==> src/rtl/aes_ctr_pkg.sv <==
// Shared definitions for the CTR-mode front end: default field widths and FSM state encoding.
package aes_ctr_pkg;

   localparam int DEF_BLK_W = 128;
   localparam int DEF_CTR_W = 64;
   localparam int DEF_CNT_W = 32;

   typedef enum logic [2:0] {
      IDLE     = 3'd0,
      WAIT_KEY = 3'd1,
      ISSUE    = 3'd2,
      WAIT_ENC = 3'd3,
      DONE     = 3'd4
   } state_e;

endpackage

==> src/rtl/ctr_block_gen_ctr_incr.sv <==
// Counter field register: load has priority over increment; all_ones flags the wrap point.
module ctr_incr
   import aes_ctr_pkg::*;
#(
   parameter int CTR_W = DEF_CTR_W
) (
   input  logic             clk,
   input  logic             reset,
   input  logic             load,
   input  logic [CTR_W-1:0] load_val,
   input  logic             inc,
   output logic [CTR_W-1:0] ctr,
   output logic             all_ones
);

   logic [CTR_W-1:0] ctr_q, ctr_d;

   always_comb begin
      ctr_d = ctr_q;
      if (load)     ctr_d = load_val;
      else if (inc) ctr_d = ctr_q + CTR_W'(1);
   end

   always_ff @(posedge clk or negedge reset) begin
      if (!reset) ctr_q <= '0;
      else        ctr_q <= ctr_d;
   end

   assign ctr      = ctr_q;
   assign all_ones = &ctr_q;

endmodule

==> src/rtl/ctr_block_gen.sv <==
// CTR-mode counter-block generator: issues {nonce, counter} blocks to the cipher core,
// one per enc_ready handshake, stopping on the programmed count or before a counter wrap.
module ctr_block_gen
   import aes_ctr_pkg::*;
#(
   parameter int BLK_W = DEF_BLK_W,
   parameter int CTR_W = DEF_CTR_W,
   parameter int CNT_W = DEF_CNT_W
) (
   input  logic                   clk,
   input  logic                   reset,
   input  logic                   load,
   input  logic                   abort,
   input  logic [BLK_W-CTR_W-1:0] nonce,
   input  logic [CTR_W-1:0]       init_ctr,
   input  logic [CNT_W-1:0]       num_blocks,
   input  logic                   key_ready,
   input  logic                   enc_ready,
   output logic [BLK_W-1:0]       block_out,
   output logic                   block_next,
   output logic                   busy,
   output logic                   done,
   output logic                   wrap_err,
   output logic [CNT_W-1:0]       blocks_issued
);

   localparam int NON_W = BLK_W - CTR_W;

   state_e           state_q, state_d;
   logic [NON_W-1:0] nonce_q, nonce_d;
   logic [CNT_W-1:0] num_q, num_d, issued_q, issued_d, issued_inc;
   logic             block_next_q, block_next_d;
   logic             done_q, done_d, busy_q, busy_d, wrap_q, wrap_d;
   logic             key_ready_q, key_ready_d;
   logic             ctr_load, ctr_inc, ctr_all_ones;
   logic [CTR_W-1:0] ctr;

   ctr_incr #(.CTR_W(CTR_W)) u_ctr (
      .clk      (clk),
      .reset    (reset),
      .load     (ctr_load),
      .load_val (init_ctr),
      .inc      (ctr_inc),
      .ctr      (ctr),
      .all_ones (ctr_all_ones)
   );

   assign issued_inc = issued_q + CNT_W'(1);

   always_comb begin
      state_d      = state_q;
      nonce_d      = nonce_q;
      num_d        = num_q;
      issued_d     = issued_q;
      busy_d       = busy_q;
      wrap_d       = wrap_q;
      block_next_d = 1'b0;
      done_d       = 1'b0;
      ctr_load     = 1'b0;
      ctr_inc      = 1'b0;
      // key_ready is registered so the issue decision never sits on the core's timing path
      key_ready_d  = key_ready;
      if (abort) begin
         state_d = IDLE;
         busy_d  = 1'b0;
      end else begin
         case (state_q)
            IDLE: if (load) begin
               nonce_d  = nonce;
               num_d    = num_blocks;
               issued_d = '0;
               wrap_d   = 1'b0;
               ctr_load = 1'b1;
               busy_d   = 1'b1;
               if (num_blocks == '0) begin
                  state_d = DONE;
                  done_d  = 1'b1;
               end else begin
                  state_d = WAIT_KEY;
               end
            end
            WAIT_KEY: if (key_ready_q) begin
               state_d      = ISSUE;
               block_next_d = 1'b1;
            end
            ISSUE: state_d = WAIT_ENC;
            WAIT_ENC: if (enc_ready) begin
               issued_d = issued_inc;
               // reaching the requested count wins over the wrap check
               if (issued_inc == num_q) begin
                  state_d = DONE;
                  done_d  = 1'b1;
               end else if (ctr_all_ones) begin
                  wrap_d  = 1'b1;
                  state_d = DONE;
                  done_d  = 1'b1;
               end else begin
                  ctr_inc      = 1'b1;
                  state_d      = ISSUE;
                  block_next_d = 1'b1;
               end
            end
            DONE: begin
               state_d = IDLE;
               busy_d  = 1'b0;
            end
            default: begin
               state_d = IDLE;
               busy_d  = 1'b0;
            end
         endcase
      end
   end

   always_ff @(posedge clk or negedge reset) begin
      if (!reset) begin
         state_q      <= IDLE;
         nonce_q      <= '0;
         num_q        <= '0;
         issued_q     <= '0;
         block_next_q <= 1'b0;
         done_q       <= 1'b0;
         busy_q       <= 1'b0;
         wrap_q       <= 1'b0;
         key_ready_q  <= 1'b0;
      end else begin
         state_q      <= state_d;
         nonce_q      <= nonce_d;
         num_q        <= num_d;
         issued_q     <= issued_d;
         block_next_q <= block_next_d;
         done_q       <= done_d;
         busy_q       <= busy_d;
         wrap_q       <= wrap_d;
         key_ready_q  <= key_ready_d;
      end
   end

   assign block_out     = {nonce_q, ctr};
   assign block_next    = block_next_q;
   assign busy          = busy_q;
   assign done          = done_q;
   assign wrap_err      = wrap_q;
   assign blocks_issued = issued_q;

endmodule

==> config.mk <==
export PLATFORM = sky130hd
export DESIGN_NAME = ctr_block_gen
export DESIGN_NICKNAME = d
export VERILOG_FILES = /design/src/rtl/aes_ctr_pkg.sv /design/src/rtl/ctr_block_gen_ctr_incr.sv /design/src/rtl/ctr_block_gen.sv
export SDC_FILE = /design/constraint.sdc
export NUM_CORES = 1
export LEC_CHECK = 0
export ABC_AREA = 1
export CORE_MARGIN = 1.5
export CORE_UTILIZATION = 49
export CTS_CLUSTER_SIZE = 16
export DETAILED_ROUTE_END_ITERATION = 10
export MAX_ROUTING_LAYER = met4
export PLACE_DENSITY = 0.88
export SLEW_MARGIN = 10
export SYNTH_ARGS = -nofsm -noshare
export SYNTH_HDL_FRONTEND = slang
export SYNTH_HIERARCHICAL = 1
export SYNTH_SLANG_ARGS = --single-unit
==> constraint.sdc <==
create_clock -name clk -period 3.9 [get_ports clk]
set_input_delay 0.975 -clock clk [delete_from_list [all_inputs] [get_ports clk]]
set_output_delay 0.975 -clock clk [all_outputs]
set_load 0.01 [all_outputs]
# After elaboration in Yosys (flattened, before gate mapping)

Cells that the tools add are included.

Bits in latches: 0
Bits in read-only memories: 0
Word-level logic and storage cells: 75
Memories kept: 0
Register bits after elaboration: 200
Output and inout port bits: 164
RAM bits: 0
Input port bits: 166

Magnitude comparators: 0
Multipliers: 0
Bitwise gates (word level): 1
Div/mod/pow operators: 0
Shifts and indexed selects: 0
Add/subtract/negate cells: 2
Reductions and logical operators: 11
Multiplexer cells: 39
Eq/ne operators: 12

Operator list:

| cell                                                   | count |
|---|---|
| 2-to-1 mux 64 bit                                      | 2 |
| adder 64 x 1 -> 64 bit (second input constant)         | 1 |
| 2-to-1 mux 32 bit                                      | 2 |
| one-hot mux 32 bit (2 select lines)                    | 1 |
| AND reduction 64 bit                                   | 1 |
| adder 32 x 1 -> 32 bit (second input constant)         | 1 |
| == test 32 bit                                         | 1 |
| zero test 32 bit                                       | 1 |
| 2-to-1 mux 1 bit                                       | 22 |
| 2-to-1 mux 3 bit                                       | 7 |
| one-hot mux 3 bit (4 select lines)                     | 1 |
| inequality test 3 bit (second input constant)          | 3 |
| inequality test 2 bit (second input constant)          | 4 |
| one-hot mux 1 bit (2 select lines)                     | 4 |
| == test 3 x 2 -> 1 bit (second input constant)         | 2 |
| AND reduction 3 bit                                    | 2 |
| AND reduction 6 bit                                    | 1 |
| AND reduction 4 bit                                    | 1 |
| nonzero test 2 bit                                     | 2 |
| == test 3 x 1 -> 1 bit (second input constant)         | 1 |
| zero test 3 bit                                        | 1 |
| OR reduction 3 bit                                     | 1 |
| inequality test 2 x 1 -> 1 bit (second input constant) | 1 |
| AND reduction 2 bit                                    | 1 |
| NOT 1 bit                                              | 1 |

# Logic depth before layout (Yosys ltp)

Gate-level depths: netlist of the first run.

Depth in word-level cells: 8
Gate-level depth with buffers: 22

# Modules after synthesis

The synthesis of the first run kept the hierarchy.

Modules (own cells, without submodules):

| module        | area an instance (µm²) | times used | cells each |
|---|---|---|---|
| ctr_block_gen | 6939.2                 | 1          | 953 |
| ctr_incr      | 4558.1                 | 1          | 673 |

# Worst setup path after synthesis of the first run

No wires, ideal clock.

Path type: register to register
From: register issued_q[0] (netlist: blocks_issued[0])
To: register u_ctr.ctr_q[15] (netlist: u_ctr/ctr[15])
Data arrival time: 2.764 ns
Path slack: 1.054 ns
Required time: 3.817 ns
Cell stages (with the launch flop): 21
Buffers on the path: 2
Period minus slack after synthesis: 2.846 ns
Cell sequence: dfrtp_1 -> ha_1 -> nand2_2 -> nor2_4 -> buf_6 -> nand2_4 -> nor2_8 -> nand2_1 -> nand2_1 -> nand2_1 -> xor2_1 -> nand2_1 -> nor2_2 -> nand3_2 -> nand3_1 -> nor2_1 -> inv_1 -> nor2_2 -> inv_1 -> clkbuf_1 -> o21ai_0

Longest elaborated chain between the ends: 7

RTL lines:

| element                             | line                         | source |
|---|---|---|
| start: declaration                  | ctr_block_gen.sv:31          | `logic [CNT_W-1:0] num_q, num_d, issued_q, issued_d, issued_inc;` |
| start signal: assignment            | ctr_block_gen.sv:130         | `issued_q <= issued_d;` |
| adder 32 x 1 -> 32 bit              | ctr_block_gen.sv:48          | `assign issued_inc = issued_q + CNT_W'(1);` |
| == test 32 bit                      | ctr_block_gen.sv:90          | `if (issued_inc == num_q) begin` |
| 2-to-1 mux 1 bit                    | ctr_block_gen.sv:90          |  |
| 2-to-1 mux 1 bit                    | ctr_block_gen.sv:87          | `WAIT_ENC: if (enc_ready) begin` |
| 2-to-1 mux 1 bit                    | ctr_block_gen.sv:67          | `case (state_q)` |
| 2-to-1 mux 1 bit                    | ctr_block_gen.sv:63          | `if (abort) begin` |
| via ctr_inc                         | ctr_block_gen.sv:35          | `logic ctr_load, ctr_inc, ctr_all_ones;` |
| nonzero test 2 bit (no source line) | -                            |  |
| end signal: assignment              | ctr_block_gen_ctr_incr.sv:26 | `else ctr_q <= ctr_d;` |
| end: declaration                    | ctr_block_gen_ctr_incr.sv:16 | `logic [CTR_W-1:0] ctr_q, ctr_d;` |

The timed path passes the listed nets, and every way through them passes these cells.
A chain may end at the register's enable or synchronous reset.

# Worst setup path in the final report of the first run

From: register issued_q[0] (netlist: blocks_issued[0])
To: register u_ctr.ctr_q[4] (netlist: u_ctr/ctr[4])

The elaborated chain is that of the path after synthesis.

==> results_dict.tcl, run 1 <==
set metrics [dict create \
    slew_violations 0 \
    synthCells 1626 \
    worstPathRequired_ns 4.21 \
    cts_tree "built" \
    finClkSkew_ns 0.01773 \
    viasPerCell 5.478 \
    start_kind "register" \
    synth_top_area_cell "dfrtp_1" \
    wire_per_inst_um 18.42 \
    critPathCaptureType "register" \
    gp_congestion 1.017 \
    register_area_mm2 0.005005 \
    place_ws_ns 0.4755 \
    period_share 0.8950 \
    worst_pin_slew_ns 0.8035 \
    setup_viol_count_final 0 \
    antenna_found_initial 0 \
    hold_viol 0 \
    synth_top_area_frac 0.4353 \
    ys_seq_elements 200 \
    power.total_uw 9831 \
    synth_async_sr_flop_share 1.000 \
    drt-total-wl_mm 41.74 \
    die-area_mm2 0.02439 \
    synthFlopType "dfrtp_1" \
    ys_seq_area_frac 0.4353 \
    drtIter0Drc 1229 \
    drc 0 \
    critPathKind "register to register" \
    postSynthAreaPerCell_um2 7.071 \
    worstPathArrival_ns 3.80 \
    diodes 0 \
    syn_area_mm2 0.01150 \
    start_util 0.5032 \
    relSlewSlack 0.4644 \
    cts_hold_buf 0 \
    post-dp-hpwl_mm 31.40 \
    syn_to_final_growth_pct 37.21 \
    cts-root-buf "clkbuf_16" \
    postRouteAntennaNets 0 \
    clk_path_buf_depth 2 \
    fp.coreArea_mm2 0.02285 \
    drive_gt1_frac 0.05376 \
    setup_tns_ns 0 \
    grt_use_total 0.3544 \
    multi_input_area_mm2 0.005872 \
    maxCapViolations 0 \
    peakVddDrop_mv 0.4065 \
    ctsResizeCount 0 \
    path_clk_slew_ns 0.09 \
    clk_latency_ns 0.45 \
    post-cts-setup-buffers 0 \
    p_per_area_mw_per_mm2 623.2 \
    dr.pass1.iters 9 \
    synth_edf_count 0 \
    grt_pass1_vias 11950 \
    cts_buffers 17 \
    grt_pass1_wl_mm 64.56 \
    layout_commonest_cell "nand2_1" \
    hp-class "register to register" \
    clock-sinks 200 \
    path_max_fanout 16 \
    fp-row-count 55 \
    grt_start_max_net_pins 90 \
    vias 12410 \
    nNetsFinal 2108 \
    fillers 1960 \
    fp.dieH_um 156.2 \
    setup_ws_ns 0.4094 \
    io_pins 330 \
    fmax_mhz 286.5 \
    h-tree-depth 4 \
    synth_warnings 6 \
    p_leak_uw 0.006925 \
    portBuffers 329 \
    synth.distinct_cells 36 \
    outcome "finished clean" \
    overflow 0 \
    min_period_ns 3.491 \
    ys_top_cells_by_area "dfrtp_1 (44%), nand2_1 (22%), nor2_1 (6.0%)" \
    final_cell_mix "nand2_1 (665), clkdlybuf4s50_1 (328), dfrtp_1 (200), nor2_1 (184), inv_1 (118)" \
    syn_nets 1794 \
    fp.dieW_um 156.2 \
    rsz0062_at_grt "false" \
]
[worst max-delay path, cell delays in order (launching register included)]
cell      delay, ns
dfrtp_1        0.47
ha_1           0.25
nand2_2        0.10
nor2_4         0.30
nand2_4        0.12
nor2_1         0.21
nand3_1        0.12
nand3_1        0.10
nand2_1        0.07
nor2_1         0.11
nand2_1        0.07
nor2_1         0.17
nand3_2        0.15
nand3_1        0.12
nor2_1         0.05
buf_4          0.16
inv_1          0.14
nor2_2         0.05
inv_1          0.38
o221ai_1       0.21
[final cells by class]
cell class / count / area share
tap: 313 / 0.02483
timing repair buffer: 342 / 0.2176
multi-input combinational: 1259 / 0.3722
clock buffer: 18 / 0.02784
clock inverter: 14 / 0.01158
inverter: 120 / 0.02871
sequential: 200 / 0.3173
[sequential cells by signal, indices dropped and copies added (netlist names)]
name / flops
u_ctr/ctr: 64
blocks_issued: 32
num_q: 32
nonce_q: 64
state_q: 3
block_next: 1
busy: 1
done: 1
wrap_err: 1
key_ready_q: 1
[cells in the mapped netlist, types with 19 or more instances]
| cell | n |
|---|---|
| nor2_1 | 185 |
| a22oi_1 | 52 |
| inv_1 | 118 |
| nand3_1 | 115 |
| clkbuf_1 | 37 |
| o21ai_0 | 39 |
| o22ai_1 | 27 |
| nand2_1 | 665 |
| dfrtp_1 | 200 |
| xnor2_1 | 19 |
| nor2_2 | 19 |
| o21bai_1 | 20 |
[routing by layer]
metal	share of wire	vias to the layer above	GRT usage	wire length [um]
met5	0	-	-	0
li1	-	5850	-	-
met4	0.032	0	0.1238	1317
met3	0.090	102	0.05556	3760
met1	0.41	5822	0.4639	17040
met2	0.47	640	0.5604	19620
[path summary, 6_finish.rpt]
check	depth (start not counted)	to	startpoint	slack, ns
hold reg to reg	2	nonce_q[29]	nonce_q[29]	0.48
setup reg to reg	19	u_ctr/ctr[4]	blocks_issued[0]	0.41
hold / removal	2	nonce_q[29]	nonce_q[29]	0.48
min in group asynchronous	1	num_q[11]	reset	0.57
setup / recovery	19	u_ctr/ctr[4]	blocks_issued[0]	0.41
max in group asynchronous	2	state_q[0]	reset	2.39
[stage by stage]
step | cell area [um2] | cells | hold slack (ns) | utilization
finish | 15780 | 2266 | 0.4835 | 0.6905
detailed placement | 15150 | 2234 | 0.4637 | 0.6633
global route | 15780 | 2266 | 0.5027 | 0.6905
CTS | 15780 | 2266 | 0.4867 | 0.6905
global placement | 15150 | 2234 | 0.4609 | 0.6633
floorplan | 11500 | 1626 | 0.4620 | -
[power breakdown]
part / total, uW / switching, uW / internal [uW]
Combinational: 4090 / 2010 / 2080
Clock: 1880 / 981 / 903
Sequential: 3860 / 957 / 2900
[logic make-up after synthesis]
kind of cell,Yosys count,synth area share
buf+inv,167,0.05572
compound gates,167,0.09294
fa+ha+maj,2,0.002176
simple gates,1055,0.3860
flops,200,0.4353
xor+xnor,35,0.02786
(Power assumes the default switching activity.)
==> run 2, diff against run 1 <==
Settings changed: SETUP_SLACK_MARGIN set to 0.5.
==> run 2 against run 1 <==
Effect of this change: sequential power is essentially flat; hold slack worse by 0.0011 ns; global-route usage is the same; count of clock-buffer cells in the layout did not move; register-to-register slack improved by 0.27 ns; via count is 1.2% higher; non-clock buffer count is 8 higher; core utilization rose by 0.74 points; maximum frequency rose by 8.2%; critical path type unchanged; critical endpoint is now u_ctr/ctr[60]; largest power group unchanged.
==> results_dict.tcl, run 2 (synthesis gave the netlist of run 1 again) <==
set metrics [dict create \
    outcome "finished clean" \
    final_cell_mix "nand2_1 (665), clkdlybuf4s50_1 (328), dfrtp_1 (198), nor2_1 (180), inv_1 (116)" \
    internal_power_uw 5888 \
    register_area_mm2 0.005007 \
    nNetsFinal 2116 \
    dpl.cell_count 2234 \
    fp.dieH_um 156.2 \
    slowest_stage "dfrtp_1" \
    clk_latency_ns 0.45 \
    min_period_ns 3.225 \
    setup_tns_ns 0 \
    p_leak_uw 0.006978 \
    fillers 1934 \
    relSlewSlack 0.4617 \
    syn_to_final_growth_pct 38.69 \
    power_frac_comb 0.417 \
    fp.coreArea_mm2 0.02285 \
    post-dp-hpwl_mm 31.40 \
    dr.pass1.iters 5 \
    rr_worst_depth 22 \
    cts_hold_buf 0 \
    die-area_mm2 0.02439 \
    gp_congestion 1.017 \
    reg2reg_from "blocks_issued[1]" \
    worstPathArrival_ns 3.55 \
    slowest_delay_ns 0.44 \
    h-tree-depth 4 \
    drive_gt1_frac 0.06221 \
    p_per_area_mw_per_mm2 617.8 \
    peakVddDrop_mv 0.4082 \
    diodes 0 \
    path_max_fanout 21 \
    drt-total-wl_mm 42.27 \
    power.total_uw 9851 \
    portBuffers 329 \
    start_util 0.5032 \
    power.net_switching_uw 3963 \
    worst_pin_slew_ns 0.8074 \
    fmax_mhz 310.1 \
    seq_power_share 0.391 \
    fp.dieW_um 156.2 \
    layout_commonest_cell "nand2_1" \
    worstPathRequired_ns 4.22 \
    multi_input_area_mm2 0.005909 \
    final_cells 2274 \
    start_kind "register" \
    postRouteAntennaNets 0 \
    critPathKind "register to register" \
    cts_buffers 17 \
    r2r_slack_ns 0.67 \
    min-delay-start "nonce_q[29]" \
    slew_violations 0 \
    clock-sinks 200 \
    grt_start_max_net_pins 90 \
    drc 0 \
    worst_path_most_repeated_cell "nand2_1" \
    period_share 0.8269 \
    fp-row-count 55 \
    finClkSkew_ns 0.01895 \
    r2r-end "u_ctr/ctr[60]" \
    clkPwrFrac 0.192 \
    antenna_found_initial 0 \
    switching_share 0.4023 \
    placed_area_mm2 0.01515 \
    viasPerCell 5.525 \
    setup_viol_count_final 0 \
    cts-root-buf "clkbuf_16" \
    hold_depth 2 \
    wire_per_inst_um 18.59 \
    drtIter0Drc 1222 \
    vias 12560 \
    rsz0062_at_grt "false" \
    grt_pass1_vias 11950 \
    cp_cell_sequence "ha_4, nand2_2, nor2_4, buf_6, nand3_1, nand2_1, nand2_1, nand2_1, nand2_1, nor2_1, nand3_1, nor2_1, nand3_2, nand3_1, nor2_1, buf_4, clkinvlp_4, nor2_4, buf_12, clkbuf_16, nand3_1, nand2_1" \
    path_clk_slew_ns 0.08 \
    hold_viol 0 \
    overflow 0 \
    io_pins 330 \
    clk_path_buf_depth 2 \
    critPathCaptureType "register" \
    grt_use_total 0.3544 \
    hold-path-endpoint "nonce_q[29]" \
    grt_pass1_wl_mm 64.56 \
    hp-class "register to register" \
    cts_tree "built" \
    stdcell_area_mm2 0.01595 \
    maxCapViolations 0 \
]
run 2: critical path: cells and delay by family, from the launching register on:
| family | cells | cell delay, ns |
|---|---|---|
| adders and majority gates | 1 | 0.17 |
| buffers and inverters | 5 | 0.74 |
| DFF | 1 | 0.44 |
| and+or+nand+nor | 16 | 1.73 |
run 2: what timing repair did:
item | 4_1_cts | 5_1_grt
cloned | 0 | 1
resized for setup | 0 | 21
pin swaps | 0 | 5
buffers inserted | 0 | 7
endpoints found under the setup margin | 10 | 59
run 2: worst max-delay path by stage:
| stage | start | to | depth (start not counted) |
|---|---|---|---|
| global placement | blocks_issued[0] | u_ctr/ctr[4] | 19 |
| floorplan | blocks_issued[0] | u_ctr/ctr[15] | 20 |
| finish | blocks_issued[1] | u_ctr/ctr[60] | 22 |
| global route | blocks_issued[1] | u_ctr/ctr[6] | 21 |
| detailed placement | blocks_issued[0] | u_ctr/ctr[4] | 19 |
| CTS | blocks_issued[0] | u_ctr/ctr[4] | 19 |
run 2: per-stage QoR:
step / setup WS (ns) / utilization / hold slack, ns
global route: 0.4565 / 0.6979 / 0.5027
detailed placement: 0.4755 / 0.6633 / 0.4637
CTS: 0.4368 / 0.6905 / 0.4867
global placement: 0.5384 / 0.6633 / 0.4609
finish: 0.6750 / 0.6979 / 0.4824
floorplan: 1.054 / - / 0.4620
run 2: per-layer routing:
metal | vias up | share of wire | global-route usage
met2 | 696 | 0.47 | 0.5604
met1 | 5908 | 0.41 | 0.4639
met5 | - | 0 | -
li1 | 5867 | - | -
met4 | 0 | 0.029 | 0.1238
met3 | 93 | 0.084 | 0.05556
run 2: power by group through the flow:
stage / clock [uW] / combinational, uW / sequential [uW]
2_1_floorplan: 0 / 1660 / 3910
3_3_place_gp: 0 / 3970 / 3840
3_5_place_dp: 0 / 4070 / 3840
4_1_cts: 1900 / 4090 / 3830
5_1_grt: 1980 / 4460 / 3950
6_report: 1890 / 4110 / 3860
run 2: cell type report:
| cell class | instances | area share |
|---|---|---|
| multi-input cells | 1259 | 0.3706 |
| flip-flops and latches | 200 | 0.3140 |
| repair buffers | 350 | 0.2229 |
| inverters | 120 | 0.02888 |
| clock buffers | 18 | 0.02754 |
| well taps | 313 | 0.02456 |
| clock inverters | 14 | 0.01146 |
